===== src/rtl/ucie_ctl_sb_pkg.sv =====
// ucie_ctl_sb_pkg
// Shared definitions for the sideband control blocks: the RX deserializer
// state encoding, the phase word width, the number of phases per packet and
// a helper that sizes the beat counter for a given beat width.
package ucie_ctl_sb_pkg;

    localparam int SB_PHASE_W        = 32;
    localparam int SB_PHASES_PER_PKT = 4;

    typedef enum logic [1:0] {
        S_IDLE = 2'd0,
        S_BEAT = 2'd1,
        S_DROP = 2'd2
    } sb_rx_state_e;

    // Beat counter width: max(1, clog2(beats per phase)).
    function automatic int sb_beat_cnt_w(input int nc);
        int bpp;
        bpp = (nc > 0) ? (SB_PHASE_W / nc) : 1;
        return (bpp > 1) ? $clog2(bpp) : 1;
    endfunction

endpackage


===== src/rtl/ucie_ctl_sb_beat_shifter.sv =====
// ucie_ctl_sb_beat_shifter
// Assembles NC-bit beats into a 32-bit phase word, LSB-first.
// Ports:
//   i_clk, i_rst  clock, asynchronous active-low reset
//   beat_in       current beat
//   accept        beat_in is taken this cycle
//   flush         discard the partial word and restart at beat 0
//   word_out      partial word with the current beat already merged in, so
//                 the parent can register the complete word on the last beat
//   last_beat     the current beat is the final beat of the phase
module ucie_ctl_sb_beat_shifter
    import ucie_ctl_sb_pkg::*;
#(
    parameter int NC = 8
) (
    input  logic                  i_clk,
    input  logic                  i_rst,
    input  logic [NC-1:0]         beat_in,
    input  logic                  accept,
    input  logic                  flush,
    output logic [SB_PHASE_W-1:0] word_out,
    output logic                  last_beat
);

    localparam int BPP = SB_PHASE_W / NC;
    localparam int CW  = sb_beat_cnt_w(NC);

    logic [CW-1:0]         cnt_q;
    logic [SB_PHASE_W-1:0] shift_q;

    assign last_beat = (cnt_q == CW'(BPP - 1));

    // Overlay the incoming beat on the bits collected so far.
    always_comb begin
        word_out = shift_q;
        word_out[int'(cnt_q) * NC +: NC] = beat_in;
    end

    // The partial word is cleared once it completes so a fresh phase starts
    // from zero; the completed copy lives in the parent.
    always_ff @(posedge i_clk or negedge i_rst) begin
        if (!i_rst) begin
            cnt_q   <= '0;
            shift_q <= '0;
        end else if (flush) begin
            cnt_q   <= '0;
            shift_q <= '0;
        end else if (accept) begin
            if (last_beat) begin
                cnt_q   <= '0;
                shift_q <= '0;
            end else begin
                cnt_q   <= cnt_q + 1'b1;
                shift_q <= word_out;
            end
        end
    end

endmodule


===== src/rtl/ucie_ctl_sb_rx_deser.sv =====
// ucie_ctl_sb_rx_deser
// Sideband receive deserializer: gathers NC-bit beats into 32-bit phase
// words (4 phases per packet), pulses o_count_done per completed word,
// presents packet valid and forwards the RX FSM credit to the sender.
// Ports:
//   i_clk, i_rst      clock, asynchronous active-low reset
//   i_pl_cfg          sideband beat (NC bits, LSB-first within a phase)
//   i_pl_cfg_vld      beat valid, held high for a whole packet
//   i_fsm_crd         credit from the RX FSM (high when it is idle)
//   o_cfg_crd         credit to the sender (combinational)
//   o_pl_cfg_vld      packet valid to the RX FSM
//   o_count_done      one-cycle pulse per completed phase word
//   o_received_data   last completed phase word
//   o_phase_idx       phase currently being collected
//   o_frame_error     one-cycle pulse on an aborted packet
//   o_overflow        one-cycle pulse when a packet starts without credit
// Optional frame checking: define UCIE_CTL_SB_RX_DESER_FRAME_CHK_EN to enable
// abort/overflow reporting and dropping of no-credit packets. Without it the
// error outputs are tied low, aborts flush silently and no-credit starts are
// accepted as normal packets.
module ucie_ctl_sb_rx_deser
    import ucie_ctl_sb_pkg::*;
#(
    parameter int NC = 8
) (
    input  logic                  i_clk,
    input  logic                  i_rst,
    input  logic [NC-1:0]         i_pl_cfg,
    input  logic                  i_pl_cfg_vld,
    input  logic                  i_fsm_crd,
    output logic                  o_cfg_crd,
    output logic                  o_pl_cfg_vld,
    output logic                  o_count_done,
    output logic [SB_PHASE_W-1:0] o_received_data,
    output logic [1:0]            o_phase_idx,
    output logic                  o_frame_error,
    output logic                  o_overflow
);

    if ((SB_PHASE_W % NC) != 0) begin : g_nc_check
        $error("ucie_ctl_sb_rx_deser: NC=%0d does not divide %0d", NC, SB_PHASE_W);
    end

    sb_rx_state_e          state_q;
    sb_rx_state_e          state_d;
    logic [1:0]            phase_q;
    logic                  accept;
    logic                  flush;
    logic                  last_beat;
    logic                  word_done;
    logic [SB_PHASE_W-1:0] word;
`ifdef UCIE_CTL_SB_RX_DESER_FRAME_CHK_EN
    logic                  overflow_d;
    logic                  frame_error_q;
    logic                  overflow_q;
`endif

    ucie_ctl_sb_beat_shifter #(
        .NC (NC)
    ) u_shifter (
        .i_clk     (i_clk),
        .i_rst     (i_rst),
        .beat_in   (i_pl_cfg),
        .accept    (accept),
        .flush     (flush),
        .word_out  (word),
        .last_beat (last_beat)
    );

    assign word_done   = accept & last_beat;
    assign o_cfg_crd   = i_fsm_crd & (state_q == S_IDLE);
    assign o_phase_idx = phase_q;

    // FSM state register.
    always_ff @(posedge i_clk or negedge i_rst) begin
        if (!i_rst) begin
            state_q <= S_IDLE;
        end else begin
            state_q <= state_d;
        end
    end

    // Next state and beat control. A valid drop while collecting is an
    // abort, whether mid-phase or between phases.
    always_comb begin
        state_d = state_q;
        accept  = 1'b0;
        flush   = 1'b0;
`ifdef UCIE_CTL_SB_RX_DESER_FRAME_CHK_EN
        overflow_d = 1'b0;
`endif
        case (state_q)
            S_IDLE: begin
                if (i_pl_cfg_vld) begin
`ifdef UCIE_CTL_SB_RX_DESER_FRAME_CHK_EN
                    if (i_fsm_crd) begin
                        accept  = 1'b1;
                        state_d = S_BEAT;
                    end else begin
                        overflow_d = 1'b1;
                        state_d    = S_DROP;
                    end
`else
                    accept  = 1'b1;
                    state_d = S_BEAT;
`endif
                end
            end
            S_BEAT: begin
                if (i_pl_cfg_vld) begin
                    accept = 1'b1;
                    if (last_beat && (phase_q == 2'(SB_PHASES_PER_PKT - 1))) begin
                        state_d = S_IDLE;
                    end
                end else begin
                    flush   = 1'b1;
                    state_d = S_IDLE;
                end
            end
            S_DROP: begin
                if (!i_pl_cfg_vld) begin
                    state_d = S_IDLE;
                end
            end
            default: begin
                state_d = S_IDLE;
            end
        endcase
    end

    // Packet valid follows accepted beats by one cycle; the completed word
    // is held until the next one completes and survives aborts.
    always_ff @(posedge i_clk or negedge i_rst) begin
        if (!i_rst) begin
            o_pl_cfg_vld    <= 1'b0;
            o_count_done    <= 1'b0;
            o_received_data <= '0;
            phase_q         <= 2'd0;
        end else begin
            o_pl_cfg_vld <= accept;
            o_count_done <= word_done;
            if (word_done) begin
                o_received_data <= word;
            end
            if (flush) begin
                phase_q <= 2'd0;
            end else if (word_done) begin
                phase_q <= phase_q + 2'd1;
            end
        end
    end

`ifdef UCIE_CTL_SB_RX_DESER_FRAME_CHK_EN
    // Error pulses, registered one cycle after the causing beat or edge.
    always_ff @(posedge i_clk or negedge i_rst) begin
        if (!i_rst) begin
            frame_error_q <= 1'b0;
            overflow_q    <= 1'b0;
        end else begin
            frame_error_q <= flush;
            overflow_q    <= overflow_d;
        end
    end

    assign o_frame_error = frame_error_q;
    assign o_overflow    = overflow_q;
`else
    assign o_frame_error = 1'b0;
    assign o_overflow    = 1'b0;
`endif

endmodule


===== config.mk =====
export PLATFORM = sky130hd
export DESIGN_NAME = ucie_ctl_sb_rx_deser
export DESIGN_NICKNAME = d
export VERILOG_FILES = /design/src/rtl/ucie_ctl_sb_pkg.sv /design/src/rtl/ucie_ctl_sb_beat_shifter.sv /design/src/rtl/ucie_ctl_sb_rx_deser.sv
export SDC_FILE = /design/constraint.sdc
export NUM_CORES = 1
export LEC_CHECK = 0
export BUFFER_PORTS_ARGS = -buffer_cell sky130_fd_sc_hd__buf_2
export CAP_MARGIN = 20
export CORE_MARGIN = 2
export CORE_UTILIZATION = 50
export DETAILED_ROUTE_END_ITERATION = 6
export GPL_TIMING_DRIVEN = 0
export HOLD_SLACK_MARGIN = 0.12
export PLACE_DENSITY = 0.75
export REMOVE_ABC_BUFFERS = 1
export SLEW_MARGIN = 20
export SYNTH_ARGS = -nofsm -noshare
export SYNTH_HDL_FRONTEND = slang
export SYNTH_HIERARCHICAL = 1
export SYNTH_SLANG_ARGS = --single-unit
export TNS_END_PERCENT = 30

===== constraint.sdc =====
create_clock -name i_clk -period 5.34 [get_ports i_clk]
set_clock_uncertainty 0.05 [all_clocks]
set_input_delay 0.267 -clock i_clk [delete_from_list [all_inputs] [get_ports i_clk]]
set_output_delay 0.267 -clock i_clk [all_outputs]
set_load 0.1 [all_outputs]

* After elaboration in Yosys (flattened, before gate mapping)
Index checks and enable logic that the tools add are counted. W data, S select, Z words.
Storage, ports and cells: output and inout port bits 39, bits of input ports 12, register bits after elaboration 72
Operators by class: reduce and logical (&&, ||, !) cells 6, shift operators 2, add/subtract/negate cells 3, muxes and demuxes 18, bitwise gates (word level) 2, eq/ne operators 7
Operators with widths (count):
- $mux W32 | 3
- $neg A5 Y33 | 1
- $shift A8 B33 Y32 const A | 1
- $shiftx A8 B33 Y32 | 1
- $bwmux W32 | 1
- $mux W2 | 9
- $eq A2 B2 Y1 const B | 3
- $pmux W2 S3 | 1
- $add A2 B1 Y2 const B | 2
- $mux W1 | 4
- $ne A2 B2 Y1 const B | 2
- $reduce_bool A2 Y1 | 2
- $ne A3 B3 Y1 const B | 1
- $reduce_and A3 Y1 | 1
- $and A1 B1 Y1 | 2
- $eq A2 B1 Y1 const B | 1
- $logic_not A2 Y1 | 1
- $reduce_or A2 Y1 | 1
- $logic_and A1 B1 Y1 | 1

* Longest topological paths before layout
word-level depth 6, depth in mapped cells 7, mapped depth without buffers 6

* Cells and area by module
Netlist, hierarchy kept.
By module, submodules not included:
- ucie_ctl_sb_beat_shifter | area each 1873.0 um^2, sequential area each 850.8 um^2, instances 1, cells an instance 172
- ucie_ctl_sb_rx_deser | area each 1539.0 um^2, sequential area each 925.9 um^2, instances 1, cells an instance 87

* Worst setup path before layout
OpenSTA, ideal clock, no wires.
kind flip-flop to output port, start reg state_q[0], end out o_cfg_crd, path slack 3.285 ns, arrival time 1.738 ns, required time 5.023 ns, stages on the path, launching flop included 2, path buffers 0, cells stage by stage dfrtp_1 -> nor2b_1
Between the ends: word-level cells in the longest chain between the ends 2
Ends and longest elaborated chain:
- start, declared | line ucie_ctl_sb_rx_deser.sv:44 | sb_rx_state_e state_q;
- start signal, assigned | line ucie_ctl_sb_rx_deser.sv:79 | state_q <= state_d;
- $logic_not A2 Y1 | line ucie_ctl_sb_rx_deser.sv:71 | assign o_cfg_crd = i_fsm_crd & (state_q == S_IDLE);
- $and A1 B1 Y1 | line ucie_ctl_sb_rx_deser.sv:71
- end, declared | line ucie_ctl_sb_rx_deser.sv:31 | output logic o_cfg_crd,
No other way between the ends.

* Worst setup path in the final report
start reg u_shifter.cnt_q[0], end reg o_received_data[15]
Between the ends: word-level cells in the longest chain between the ends 3, elaborated cells between the ends (all ways) 6, classes of those cells add/sub (1); eq/ne (1); shift (2); mux (1); bitwise (1)
Ends and longest elaborated chain:
- start, declared | line ucie_ctl_sb_beat_shifter.sv:28 | logic [CW-1:0] cnt_q;
- start signal, assigned | line ucie_ctl_sb_beat_shifter.sv:53 | cnt_q <= cnt_q + 1'b1;
- $neg A5 Y33 * | line ucie_ctl_sb_beat_shifter.sv:36 | word_out[int'(cnt_q) * NC +: NC] = beat_in;
- $shiftx A8 B33 Y32 or $shift A8 B33 Y32 (tied branches) | line ucie_ctl_sb_beat_shifter.sv:36
- $bwmux W32 * | line ucie_ctl_sb_beat_shifter.sv:36
- named net word[15] | line ucie_ctl_sb_rx_deser.sv:51 | logic [SB_PHASE_W-1:0] word;
- end signal, assigned | line ucie_ctl_sb_rx_deser.sv:143 | o_received_data <= word;
- end, declared | line ucie_ctl_sb_rx_deser.sv:34 | output logic [SB_PHASE_W-1:0] o_received_data,
Mark *: on every way through the listed nets, which the timed path passes. The rest lies on a longest branch. A chain may end at the register's enable or synchronous reset.

==> reports/summary.txt <==
post-CTS setup buffer count = 0
floorplan core area = 0.00668 mm2
clock sinks = 71
sequential cell area fraction in the yosys report = 52.1%
largest stage delay on the critical path = 0.57 ns
pre-CTS setup slack = 2.88 ns
Clk Latency, worst-skew pair = 0.34 ns
Worst Hold Path Cells = 1
WS Path Type = flop to flop
min cycle time layout = 2.52 ns
Buffers on Ports = 48
Slew @ Worst Pin = 0.605 ns
DR vias/cell = 5.67
cells on worst reg2reg path = 6
Final setup viols = 0
crit path buf inv count = 1
share of layout cells above drive strength 1 = 32.8%
Initial Utilization = 51.1%
clock-pin transition on the worst setup and hold timing paths = 0.07 ns
Setup TNS = 0 ns
Post-synth EDFFs = 0
Synth Register Bits = 71
Yosys Warn Count = 6
largest net degree at the start of global routing = 38
H-tree level count = 3
Final WS setup = 2.82 ns
DR pass1 iterations = 5
Rel. slew slack = 59.5%
area grow syn2layout = 14.0%
Hold Crit Class = input port to flop
Syn Area/Cell = 13.2 um2
crit-path cells = inv_1 -> ha_1 -> nand2b_1 -> nor3_1 -> a22o_1 -> mux2_2
Psw = 736 uW
Peak VDD IR = 0.000297 V
GRT Util Overall = 19.8%
fill count = 580
power share of the clock group = 27.0%
DR iter-0 viols = 165
Async S/R FF share, synth = 100%
period utilization = 47.1%
stages on the worst setup path = 6
CTS buffer count = 9
fmax = 0.397 GHz
Max Root-Sink Buffers = 2
Crit path required time = 5.57 ns
MaxCap Viol Count = 0
DR vias = 2218
row cnt = 30
Cells after Synth = 259
Fin. Hold Viols = 0
RSZ-0062 raised after global routing = no
run status = finished clean
Gate power share = 37.1%
dpl hpwl = 4560 um
max-slew violations = 0
Syn Std Cell Area = 0.00341 mm2
Die H = 86.6 um
CTS Root Cell = clkbuf_8
DRC Markers = 0
CTS tree = built
pwr dens = 456 mW/mm2
ys flop type = dfrtp_1
Pint = 1040 uW
total grt overflow = 0
Post-Route WL = 6810 um
gp weighted congestion = 0.769
sequential fraction of design power = 35.9%
crit-path leading delay family = simple AND/OR/NAND/NOR gates
Final ANT Viol Nets = 0
Sw Share = 41.5%
Critical Path Slowest Stage Cell = nor3_1
Die Outline Area = 0.00750 mm2
first-pass GRT wire length = 11400 um
I/O pin total = 51
synth unique cells = 33
critical-path maximum fanout = 13
Critical Path AT = 2.75 ns
diode count = 0
fin nets = 325
Avg WL per Cell = 17.4 um
total power = 1770 uW
Worst setup SP type = flop
critical path capture point type = flop
Die W = 86.6 um
vias in the first global route = 2213
initial antenna violation count = 0
Leak = 0.00208 uW
==> cells in the mapped netlist (5+ instances only) <==
library cell	number	share of area [%]
mux2_4	28	12
inv_1	18	2.0
buf_4	8	1.8
o21ai_0	8	1.2
nand2_1	10	1.1
a22o_1	52	13
buf_6	5	1.7
mux2_2	5	1.7
dfrtp_1	71	52
nor2_1	11	1.2
ha_1	7	2.6
==> cell type report <==
cell class / instances / area [um2] / share of cell area, %
inverters: 18 / 67.6 / 1.74
well taps: 80 / 100 / 2.57
clock buffers: 13 / 159 / 4.09
repair buffers: 50 / 273 / 7.01
clock inverters: 3 / 65.1 / 1.67
flip-flops and latches: 71 / 1780 / 45.7
multi-input cells: 156 / 1450 / 37.2
==> metrics by stage <==
step           util [%]  area, um2  hold WS, ns  std cells
2_1_floorplan         -       3290      -0.0786        245
6_report           58.2       3890        0.151        391
3_5_place_dp       54.7       3650        0.203        374
4_1_cts            58.2       3890        0.140        391
3_3_place_gp       54.4       3630        0.409        373
5_1_grt            58.2       3890        0.163        391
==> power by group through the flow <==
stage               registers (uW)  clock network, uW  logic [uW]
floorplan                      947                  0         230
global placement               644                  0         647
detailed placement             646                  0         657
CTS                            638                488         660
global route                   645                517         693
finish                         638                479         658
==> cell usage in the layout (no fill, tap or decap) <==
cell type / count
dfrtp_1: 71
a22o_1: 52
buf_2: 47
mux2_4: 28
inv_1: 18
nor2_1: 11
clkbuf_8: 11
nand2_1: 10
o21ai_0: 8
ha_1: 7
mux2_2: 5
nor3_1: 4
o21a_1: 4
mux2i_1: 3
o2bb2ai_1: 3
conb_1: 2
clkbuf_1: 2
bufinv_16: 2
nand2b_1: 2
nor4_4: 2
a21o_1: 2
and2b_1: 1
nor2b_1: 1
nand2_4: 1
a31oi_1: 1
clkinv_2: 1
dlygate4sd3_1: 1
buf_4: 1
buf_12: 1
nand3b_1: 1
or3_1: 1
nor2_2: 1
and4bb_1: 1
or3b_1: 1
nor4b_4: 1
nor3b_1: 1
a21oi_1: 1
nor3_4: 1
==> final timing paths <==
kind | end | start | slack [ns]
setup / recovery | o_received_data[15] | u_shifter/cnt_q[0] | 2.82
hold reg to reg | u_shifter/shift_q[30] | u_shifter/shift_q[30] | 0.44
min in group asynchronous | o_received_data[7] | i_rst | 0.36
hold / removal | o_pl_cfg_vld | i_pl_cfg_vld | 0.15
max in group asynchronous | o_received_data[29] | i_rst | 4.33
setup reg to reg | o_received_data[15] | u_shifter/cnt_q[0] | 2.82
==> logic make-up after synthesis <==
logic type               after synthesis  synth area share [%]
AO/OA/AOI/OAI                         71                  16.9
adder cells (fa/ha/maj)                7                  2.57
buffers and inverters                 33                  5.61
flip-flops                            71                  52.1
multiplexers                          36                  14.9
other                                  1                 0.110
AND/OR/NAND/NOR                       40                  7.85
==> sequential cells by signal, summed over array words and instances (netlist names) <==
| name | count |
|---|---|
| o_phase_idx | 2 |
| o_pl_cfg_vld | 1 |
| u_shifter/cnt_q | 2 |
| state_q | 1 |
| o_received_data | 32 |
| o_count_done | 1 |
| u_shifter/shift_q | 32 |
==> repair_timing <==
| item | 4_1_cts | 5_1_grt |
|---|---|---|
| hold buffers | 1 | 0 |
| gates resized for setup | 0 | 0 |
| hold endpoints to repair | 34 | 0 |
==> metal layers <==
layer  vias up  part of all wire (%)  GRT usage (%)
met3         7                   5.0           4.95
li1       1033                     -              -
met2        63                    49           31.5
met5         -                     0              0
met4         0                  0.93           5.11
met1      1115                    45           27.2
No activity file was read; power rests on OpenSTA's default activity.
